==> config.mk <==
export PLATFORM = sky130hd
export DESIGN_NAME = mem2axis_tx
export DESIGN_NICKNAME = d
export VERILOG_FILES = /design/src/rtl/mem2axis_tx_pkg.sv /design/src/rtl/mem2axis_tx_bit_reverse.sv /design/src/rtl/mem2axis_tx.sv
export SDC_FILE = /design/constraint.sdc
export NUM_CORES = 1
export LEC_CHECK = 0
export BUFFER_PORTS_ARGS = -buffer_cell sky130_fd_sc_hd__buf_4
export CAP_MARGIN = 40
export CORE_MARGIN = 4
export CORE_UTILIZATION = 43
export DETAILED_ROUTE_END_ITERATION = 7
export PLACE_DENSITY = 0.8
export SYNTH_ARGS = -nofsm -noshare
export SYNTH_HDL_FRONTEND = slang
export SYNTH_HIERARCHICAL = 1
export SYNTH_SLANG_ARGS = --single-unit
==> constraint.sdc <==
create_clock -name clk -period 2.3 [get_ports clk]
set_input_delay 0.115 -clock clk [delete_from_list [all_inputs] [get_ports clk]]
set_output_delay 0.115 -clock clk [all_outputs]
set_load 0.02 [all_outputs]
==> src/rtl/mem2axis_tx_pkg.sv <==
// ============================================================================
// Module   : mem2axis_tx_pkg
// Purpose  : Shared widths and FSM state encoding for the mem0 -> AXI4-Stream
//            frame transmitter.
// Contents : ADDR_WIDTH, DATA_WIDTH, state_t
// Revision : 1.0 - initial release
// ============================================================================
`default_nettype none

package mem2axis_tx_pkg;

  // mem0 geometry: one frame of 2**ADDR_WIDTH bins, DATA_WIDTH bits per bin.
  localparam int ADDR_WIDTH = 12;
  localparam int DATA_WIDTH = 32;

  typedef enum logic [1:0] {
    ST_IDLE   = 2'd0,
    ST_STREAM = 2'd1,
    ST_DRAIN  = 2'd2,
    ST_DONE   = 2'd3
  } state_t;

endpackage

`default_nettype wire

==> src/rtl/mem2axis_tx_bit_reverse.sv <==
// ============================================================================
// Module   : bit_reverse
// Purpose  : Purely combinational bit-order reversal of an index; shared by
//            the TX reader and the FFT address generator.
// Ports    : i_addr [WIDTH-1:0]  index in
//            o_addr [WIDTH-1:0]  index with bit order mirrored
// Revision : 1.0 - initial release
// ============================================================================
`default_nettype none

module bit_reverse #(
  parameter int WIDTH = 12
) (
  input  logic [WIDTH-1:0] i_addr,
  output logic [WIDTH-1:0] o_addr
);

  for (genvar g = 0; g < WIDTH; g++) begin : g_bit
    assign o_addr[g] = i_addr[WIDTH-1-g];
  end

endmodule

`default_nettype wire

==> src/rtl/mem2axis_tx.sv <==
// ============================================================================
// Module   : mem2axis_tx
// Purpose  : Streams one completed frame of FFT_SIZE bins out of mem0 onto an
//            AXI4-Stream master, turning the 1-cycle-latency synchronous RAM
//            read into a backpressure-safe stream. The RAM output register,
//            frozen by clken, is the single-entry skid; no FIFO is needed.
// Ports    : clk, rst (async, active high)
//            start              frame start pulse, sampled only in IDLE
//            axis_tx            owns mem0 port A from first read to last beat
//            done               one-cycle pulse after the last handshake
//            axis_mem2m_clken   mem0 port A enable (output holds when low)
//            axis_mem2m_raddr   mem0 read address (linear or bit-reversed)
//            axis_mem2m_rdata   mem0 douta, valid 1 cycle after enabled read
//            m_axis_tdata/tvalid/tready/tlast  AXI4-Stream master
// Revision : 1.0 - initial release
// ============================================================================
`default_nettype none

module mem2axis_tx
  import mem2axis_tx_pkg::*;
#(
  parameter int FFT_SIZE    = 2 ** ADDR_WIDTH,
  parameter bit BIT_REVERSE = 1'b0
) (
  input  logic                  clk,
  input  logic                  rst,
  input  logic                  start,
  output logic                  axis_tx,
  output logic                  done,
  output logic                  axis_mem2m_clken,
  output logic [ADDR_WIDTH-1:0] axis_mem2m_raddr,
  input  logic [DATA_WIDTH-1:0] axis_mem2m_rdata,
  output logic [DATA_WIDTH-1:0] m_axis_tdata,
  output logic                  m_axis_tvalid,
  input  logic                  m_axis_tready,
  output logic                  m_axis_tlast
);

  localparam logic [ADDR_WIDTH:0] C_LAST = (ADDR_WIDTH+1)'(FFT_SIZE - 1);
  localparam logic [ADDR_WIDTH:0] C_ONE  = (ADDR_WIDTH+1)'(1);

  state_t                r_state;
  logic [ADDR_WIDTH:0]   r_icnt;
  logic                  r_tvalid;
  logic                  r_tlast;

  logic                  w_advance;
  logic [ADDR_WIDTH-1:0] w_addr_lin;
  logic [ADDR_WIDTH-1:0] w_addr_rev;

  // The output slot can take a new word when it is empty or being consumed.
  assign w_advance  = !r_tvalid || m_axis_tready;
  assign w_addr_lin = r_icnt[ADDR_WIDTH-1:0];

  bit_reverse #(
    .WIDTH (ADDR_WIDTH)
  ) u_bit_reverse (
    .i_addr (w_addr_lin),
    .o_addr (w_addr_rev)
  );

  assign axis_mem2m_raddr = BIT_REVERSE ? w_addr_rev : w_addr_lin;

  // Reads are enabled only while issuing; in DRAIN the RAM output must hold
  // the final word until it is accepted.
  assign axis_mem2m_clken = (r_state == ST_STREAM) && w_advance;

  // Port A ownership spans the whole frame including the final handshake,
  // otherwise memory_mux could retarget the port and corrupt douta.
  assign axis_tx       = (r_state == ST_STREAM) || (r_state == ST_DRAIN);
  assign done          = (r_state == ST_DONE);
  assign m_axis_tdata  = axis_mem2m_rdata;
  assign m_axis_tvalid = r_tvalid;
  assign m_axis_tlast  = r_tlast;

  always_ff @(posedge clk or posedge rst) begin
    if (rst) begin
      r_state  <= ST_IDLE;
      r_icnt   <= '0;
      r_tvalid <= 1'b0;
      r_tlast  <= 1'b0;
    end else begin
      case (r_state)
        ST_IDLE: begin
          if (start) begin
            r_icnt  <= '0;
            r_state <= ST_STREAM;
          end
        end
        ST_STREAM: begin
          // Each advance issues one read; its data appears next cycle,
          // exactly when the registered valid/last describing it do.
          if (w_advance) begin
            r_tvalid <= 1'b1;
            r_tlast  <= (r_icnt == C_LAST);
            r_icnt   <= r_icnt + C_ONE;
            if (r_icnt == C_LAST) begin
              r_state <= ST_DRAIN;
            end
          end
        end
        ST_DRAIN: begin
          // tvalid is always set here, so advance means the last handshake.
          if (w_advance) begin
            r_tvalid <= 1'b0;
            r_tlast  <= 1'b0;
            r_state  <= ST_DONE;
          end
        end
        ST_DONE: begin
          r_icnt  <= '0;
          r_state <= ST_IDLE;
        end
        default: begin
          r_state <= ST_IDLE;
        end
      endcase
    end
  end

endmodule

`default_nettype wire

==> summary.md, run 1 <==
| Metric | Value |
|---|---|
| Result of the run | finished, final reports clean |
| Switching power | 374.7 µW |
| Leftover overflow at the end of global routing | 0 |
| Crit Reg-Reg Endpoint | r_icnt[11] |
| Post-CTS Setup Repair Bufs | 0 |
| Cell depth of the worst flop-to-flop path | 6 |
| Average detailed-routed wire length per instance | approximately 15 µm |
| Relative contribution of the clock network to total power | 0.177 |
| Net count after synthesis | slightly below 200 |
| Critical path class | reg -> reg |
| Clock net sink count | 17 |
| Largest vdd supply drop | 0.1904 mV |
| Worst hold path class | in -> reg |
| Maximum fanout count along the critical path | 10 |
| Number of setup violations in the final report | 0 |
| Worst Setup Start Kind | register |
| Worst path buffer plus inverter count | 1 |
| Count of final hold-check violations | 0 |
| H-tree depth | 1 |
| Resized Gates After CTS | 0 |
| Number of antenna violations at the first check in global routing | 0 |
| Final critical-path share of the clock period | 0.8485 |
| End of the worst hold path | m_axis_tvalid |
| Maximum clock rate | 512.4 MHz |
| Initial DRT Pass Iterations | 4 |
| Endpoint type of the worst setup path | register |
| I/O pins | 85 |
| Share of total power in sequential cells | 0.463 |
| Worst Max-Slew Pin Slew | 0.6707 ns |
| Count of inserted antenna diode cells | 0 |
| Maximum number of pins on one net before global-route repair | 18 |
| Setup repair after global routing missed its margin | no |
| Overall global routing resource usage | 0.1295 |
| Worst reg-to-reg setup slack | 0.35 ns |
| Die H | about 65 µm |
| Slowest cell on crit path | or4_1 |
| Wirelength, routed | ~2700 µm |
| Clock root buffer master | clkbuf_4 |
| Start point of the worst hold path | m_axis_tready |
| Average via count per standard cell | ~5.5 |
| Max capacitance violation total | 0 |
| Sequential area share after synthesis | 0.3066 |
| Overall die width | 64.81 µm |
| Number of vias after detailed routing | approximately 980 |
| Leak Pwr | 0.0006077 µW |
| Number of different library cells in the post-synthesis netlist | 38 |
| Vias in the first global route | between 900 and 1k |
| Clock buffers created by TritonCTS | 3 |
| Worst rel slew slack | 0.5523 |
| Final standard cell area without fillers | roughly 0.0013 mm² |
| Sum of negative setup slack | 0 ns |
| Number of DRC markers after the initial detailed-route iteration | 74 |
| Initial standard-cell utilization of the core | 0.4508 |
| Final weighted congestion in routability-driven placement | between 0.8 and 0.9 |
| Wire length of the first global-routing pass | 4229 µm |
| TritonCTS clock tree | built |
| Origin of the critical flop-to-flop path | r_state[0] |
| Required arrival time at the worst endpoint | between 2 and 3 ns |
| Count of flip-flops with a built-in enable after synthesis | 0 |
| Worst endpoint data arrival time | ~2.2 ns |
| Placed Instance Area | around 0.0012 mm² |
| Worst hold path depth | 3 |
| Remaining number of nets flagged by the antenna check after routing | 0 |
| Warning count from the yosys run | 6 |
| Area of the placeable core | approximately 0.003 mm² |
| Post-synthesis sequential element count | 17 |
| Switching portion of total power | 0.4057 |
| Cell class contributing the biggest share of worst-path delay | simple AND/OR/NAND/NOR gates |
| Crit path time final | just under 2 ns |
| Remaining design rule violation count | 0 |
| Proportion of synthesized flip-flops having asynchronous set or reset | 1.000 |
| Part of the power in combinational logic | 0.360 |
| Dominant register cell in the synthesized netlist | dfrtp_1 |
| Number of slew-limit violations in the final report | 0 |
| Clock-pin transition on the worst setup and hold timing paths | ~0.11 ns |
| Signed area change from the synthesized netlist to the final layout | -7.214% |
| Power per Cell Area | approximately 700 mW/mm² |
| Internal portion of total power | 549.0 µW |
| Area of the mapped netlist | 0.001388 mm² |
| Worst stage delay on the critical path | between 0.6 and 0.7 ns |
| Setup clock skew after layout | around 0.015 ns |
| Count of fill cells added during filler insertion | between 300 and 400 |
| Cells along the critical path | inv_1 > ha_1 > nand2b_1 > nand3b_1 > or4_1 > a21boi_1 |
| Synthesized instance count | between 150 and 200 |
| Die ar. | between 0.004 and 0.005 mm² |
| Port bufs | 20 |
| Worst-skew pair later-pin latency | about 0.3 ns |
| Buffer levels on the longest clock path | 2 |
| Critical path depth | 6 |
| HPWL after detailed placement | around 2000 µm |
| Mean area per synthesized cell | just under 9 µm² |
| Number of cell rows | 20 |
| Fraction of final layout cells with drive strength greater than 1 | 0.2444 |
| # nets final | roughly 180 |
synth_stat cells (3+ instances only):
cell | number | share of area
a31oi_1 | 3 | 0.014
buf_4 | 45 | 0.24
dfrtp_1 | 17 | 0.31
ha_1 | 7 | 0.063
inv_1 | 7 | 0.019
nand2_1 | 15 | 0.041
nand2b_1 | 4 | 0.018
nand3_1 | 7 | 0.025
o21ai_0 | 9 | 0.032
sequential cells by signal (all words and copies together) (netlist names):
register	count
r_state	2
r_icnt	13
m_axis_tlast	1
m_axis_tvalid	1
worst max-delay path by stage:
stage                 endpoint  slack, ns       start
finish              r_icnt[11]       0.35  r_state[0]
global route        r_icnt[11]       0.22  r_state[0]
CTS                 r_icnt[11]       0.34  r_state[0]
detailed placement  r_icnt[11]       0.37  r_state[0]
global placement    r_icnt[11]       0.54  r_state[0]
floorplan           r_icnt[12]       0.59  r_state[1]
routing by layer:
layer / up-vias / routed length (µm) / track usage
met5: - / 0 / 0
met4: 0 / 84 / 0.1003
met3: 16 / 168 / 0.01906
met2: 45 / 1355 / 0.2158
met1: 465 / 1083 / 0.1472
li1: 450 / - / -
power groups by stage:
stage                     Sequential, µW  Clock (µW)  Combinational (µW)
after CTS                            427         167                 335
after detailed placement             433           0                 331
after global routing                 440         187                 361
after global placement               426           0                 321
after floorplan                      414           0                 393
final                                428         164                 333
logic make-up after synthesis:
logic type      share of synthesized area
fa+ha+maj                         0.06312
mux                               0.02344
simple gates                       0.1939
compound gates                     0.1362
flops                              0.3066
buf+inv                            0.2768
layout make-up:
cell class              count  area (µm²)  share of cell area
clock buffers               3       22.52             0.01749
well taps                  44       55.05             0.04276
flip-flops and latches     17       425.4              0.3304
repair buffers             23       175.2              0.1361
clock inverters             1       5.005            0.003887
inverters                   7       26.28             0.02041
multi-input cells          84       578.1              0.4490
worst register-to-register path, delay by kind of cell, from the launching register on:
| family | cells | cell delay (ns) |
|---|---|---|
| AOI/OAI and AO/OA | 1 | 0.18 |
| DFF | 1 | 0.39 |
| adders and majority gates | 1 | 0.21 |
| and+or+nand+nor | 3 | 1.01 |
| buffers and inverters | 1 | 0.11 |
layout by cell type (no fill, tap or decap), types with 3 or more instances in the layout:
cell type  netlist  routed
nand2b_1         4       4
nand2_1         15      15
inv_1            7       7
dfrtp_1         17      17
o21ai_0          9       9
ha_1             7       7
buf_4           45      22
nand3_1          7       7
clkbuf_4         0       3
a31oi_1          3       3
stage by stage:
step | hold slack (ns) | cells | total power [µW] | worst slack (ns) | util
after floorplan | 0.04107 | 156 | 806.4 | 0.5946 | -
after global placement | 0.2301 | 174 | 746.5 | 0.5399 | 0.4061
after detailed placement | 0.2301 | 174 | 764.5 | 0.3723 | 0.4061
after CTS | 0.1309 | 179 | 928.3 | 0.3434 | 0.4183
after global routing | 0.1372 | 179 | 987.7 | 0.2159 | 0.4183
final | 0.1335 | 179 | 923.8 | 0.3484 | 0.4183
what timing repair did:
action | in CTS | in global routing
setup endpoints to repair | 0 | 0
endpoints found under the hold margin | 17 | 0
hold buffers | 1 | 0
Note: power is estimated with default switching activity, not from simulation.
==> run 2, diff against run 1 <==
Clock period 2.3 ns to 1.8 ns, I/O delays scaled along.
==> summary.md, run 2 (same netlist as run 1, synthesis figures left out) <==
| Metric | Value |
|---|---|
| Highest-count cells in the layout ignoring fill and taps | buf_4 (29), dfrtp_1 (17), nand2_1 (15) |
| Number of antenna violations at the first check in global routing | 0 |
| Max capacitance violation total | 0 |
| Busiest layer in global routing | met2 |
| Final cell count without fillers | approximately 190 |
| Count of inserted antenna diode cells | 0 |
| Cell class contributing the biggest share of worst-path delay | simple AND/OR/NAND/NOR gates |
| Worst hold path class | in -> reg |
| Initial standard-cell utilization of the core | 0.4508 |
| TritonCTS clock tree | built |
| Clock root buffer master | clkbuf_4 |
| Number of DRC markers after the initial detailed-route iteration | 68 |
| Clock net sink count | 17 |
| Count of final hold-check violations | 0 |
| Worst Max-Slew Pin Slew | roughly 0.65 ns |
| Reg with most FFs | r_icnt |
| Maximum fanout count along the critical path | 5 |
| Cell count after placement | between 150 and 200 |
| Critical path class | reg -> reg |
| Power per Cell Area | around 890 mW/mm² |
| Slowest cell on crit path | or3b_2 |
| Multi-input combinational cell area | 580.6 µm² |
| Cells along the critical path | inv_2 > ha_1 > nand2b_1 > or3b_2 > o311ai_1 > o41ai_1 |
| Final critical-path share of the clock period | 0.9329 |
| Worst stage delay on the critical path | 0.51 ns |
| Buffer levels on the longest clock path | 2 |
| Largest registers ranked by flip-flop count | r_icnt (13), r_state (2) |
| Remaining design rule violation count | 0 |
| Clock buffers created by TritonCTS | 3 |
| Overall die width | about 65 µm |
| Met1 track demand over resource in global routing | 0.1527 |
| Vias in the first global route | ~1.0k |
| Fraction of final layout cells with drive strength greater than 1 | 0.2887 |
| PnR Total Power | between 1000 and 1500 µW |
| Remaining number of nets flagged by the antenna check after routing | 0 |
| Worst Setup Start Kind | register |
| Die H | about 65 µm |
| Leak Pwr | ~0.00064 µW |
| Placed Instance Area | ~0.0013 mm² |
| Maximum clock rate | roughly 600 MHz |
| Count of fill cells added during filler insertion | 320 |
| Hold slack final | between 0.1 and 0.15 ns |
| Max FFs per register | 13 |
| HPWL after detailed placement | 2001 µm |
| Largest vdd supply drop | between 0.3 and 0.4 mV |
| Worst-skew pair later-pin latency | roughly 0.29 ns |
| Met2 Use GR | 0.2401 |
| Sequential cell area | between 400 and 500 µm² |
| Met3 Resource Use GR | 0.02080 |
| Endpoint type of the worst setup path | register |
| Number of slew-limit violations in the final report | 0 |
| Wire length of the first global-routing pass | 4650 µm |
| Setup clock skew after layout | 0.003507 ns |
| H-tree depth | 1 |
| Required arrival time at the worst endpoint | 1.96 ns |
| Average via count per standard cell | between 5 and 6 |
| Crit path time final | 1.679 ns |
| # nets final | approximately 190 |
| Wirelength, routed | around 2600 µm |
| Number of setup violations in the final report | 0 |
| Number of vias after detailed routing | slightly below 1k |
| I/O pins | 85 |
| Worst path buffer plus inverter count | 1 |
| Most common cell after layout, fill and taps aside | buf_4 |
| Maximum number of pins on one net before global-route repair | 18 |
| Signed area change from the synthesized netlist to the final layout | -3.336% |
| Average detailed-routed wire length per instance | 14.10 µm |
| Overall global routing resource usage | 0.1401 |
| Die ar. | roughly 0.0042 mm² |
| Worst endpoint data arrival time | 1.84 ns |
| Clock-pin transition on the worst setup and hold timing paths | approximately 0.10 ns |
| Port bufs | 20 |
| Worst rel slew slack | 0.5678 |
| Final weighted congestion in routability-driven placement | ~0.79 |
| Area of the placeable core | a little over 0.003 mm² |
| Final standard cell area without fillers | 0.001341 mm² |
| Setup repair after global routing missed its margin | no |
| Leftover overflow at the end of global routing | 0 |
| Result of the run | finished, final reports clean |
| Initial DRT Pass Iterations | 4 |
| Number of cell rows | 20 |
run 2: worst paths after layout:
path	start	end	slack, ns	depth (start not counted)
setup / recovery	r_state[0]	r_icnt[7]	0.12	6
setup reg to reg	r_state[0]	r_icnt[7]	0.12	6
max in group asynchronous	rst	r_state[1]	0.94	3
hold reg to reg	m_axis_tlast	m_axis_tlast	0.49	2
min in group asynchronous	rst	r_icnt[0]	0.44	3
hold / removal	m_axis_tready	m_axis_tvalid	0.10	3
run 2: cell type report:
type,instances,area share
Sequential cell,17,0.3172
Tap cell,44,0.04104
Clock buffer,4,0.01959
Multi-Input combinational cell,84,0.4328
Timing Repair Buffer,30,0.1698
Inverter,7,0.01959
run 2: worst min-delay path, stage by stage:
cell,delay (ns)
buf_4,0.12
nand2_1,0.06
a21o_1,0.10
run 2: stage by stage:
step | worst slack [ns] | TNS, ns | utilization
global placement | 0.1367 | 0 | 0.4159
finish | 0.1207 | 0 | 0.4358
global route | 0.009974 | 0 | 0.4358
floorplan | 0.09457 | 0 | -
detailed placement | -0.003316 | -0.003316 | 0.4159
CTS | 0.01846 | 0 | 0.4325
run 2: repair_timing:
| action | in CTS | in global routing |
|---|---|---|
| gates resized for setup | 0 | 4 |
| hold buffers | 1 | 0 |
| pin swaps | 0 | 3 |
| setup buffers | 2 | 1 |
| endpoints found under the setup margin | 2 | 4 |
| cloned | 0 | 0 |
| endpoints found under the hold margin | 17 | 0 |
run 2: power by group:
| group | leakage, µW | switching, µW | internal, µW |
|---|---|---|---|
| logic | 0.000418 | 270 | 186 |
| clock network | 0.0000150 | 116 | 86.1 |
| registers | 0.000202 | 84.3 | 448 |
| total | 0.000635 | 470 | 720 |
run 2: layer usage:
metal  vias to the layer above  wire [µm]
met3                        21        164
met5                         -          0
li1                        463          -
met1                       463       1064
met2                        38       1273
met4                         0        119
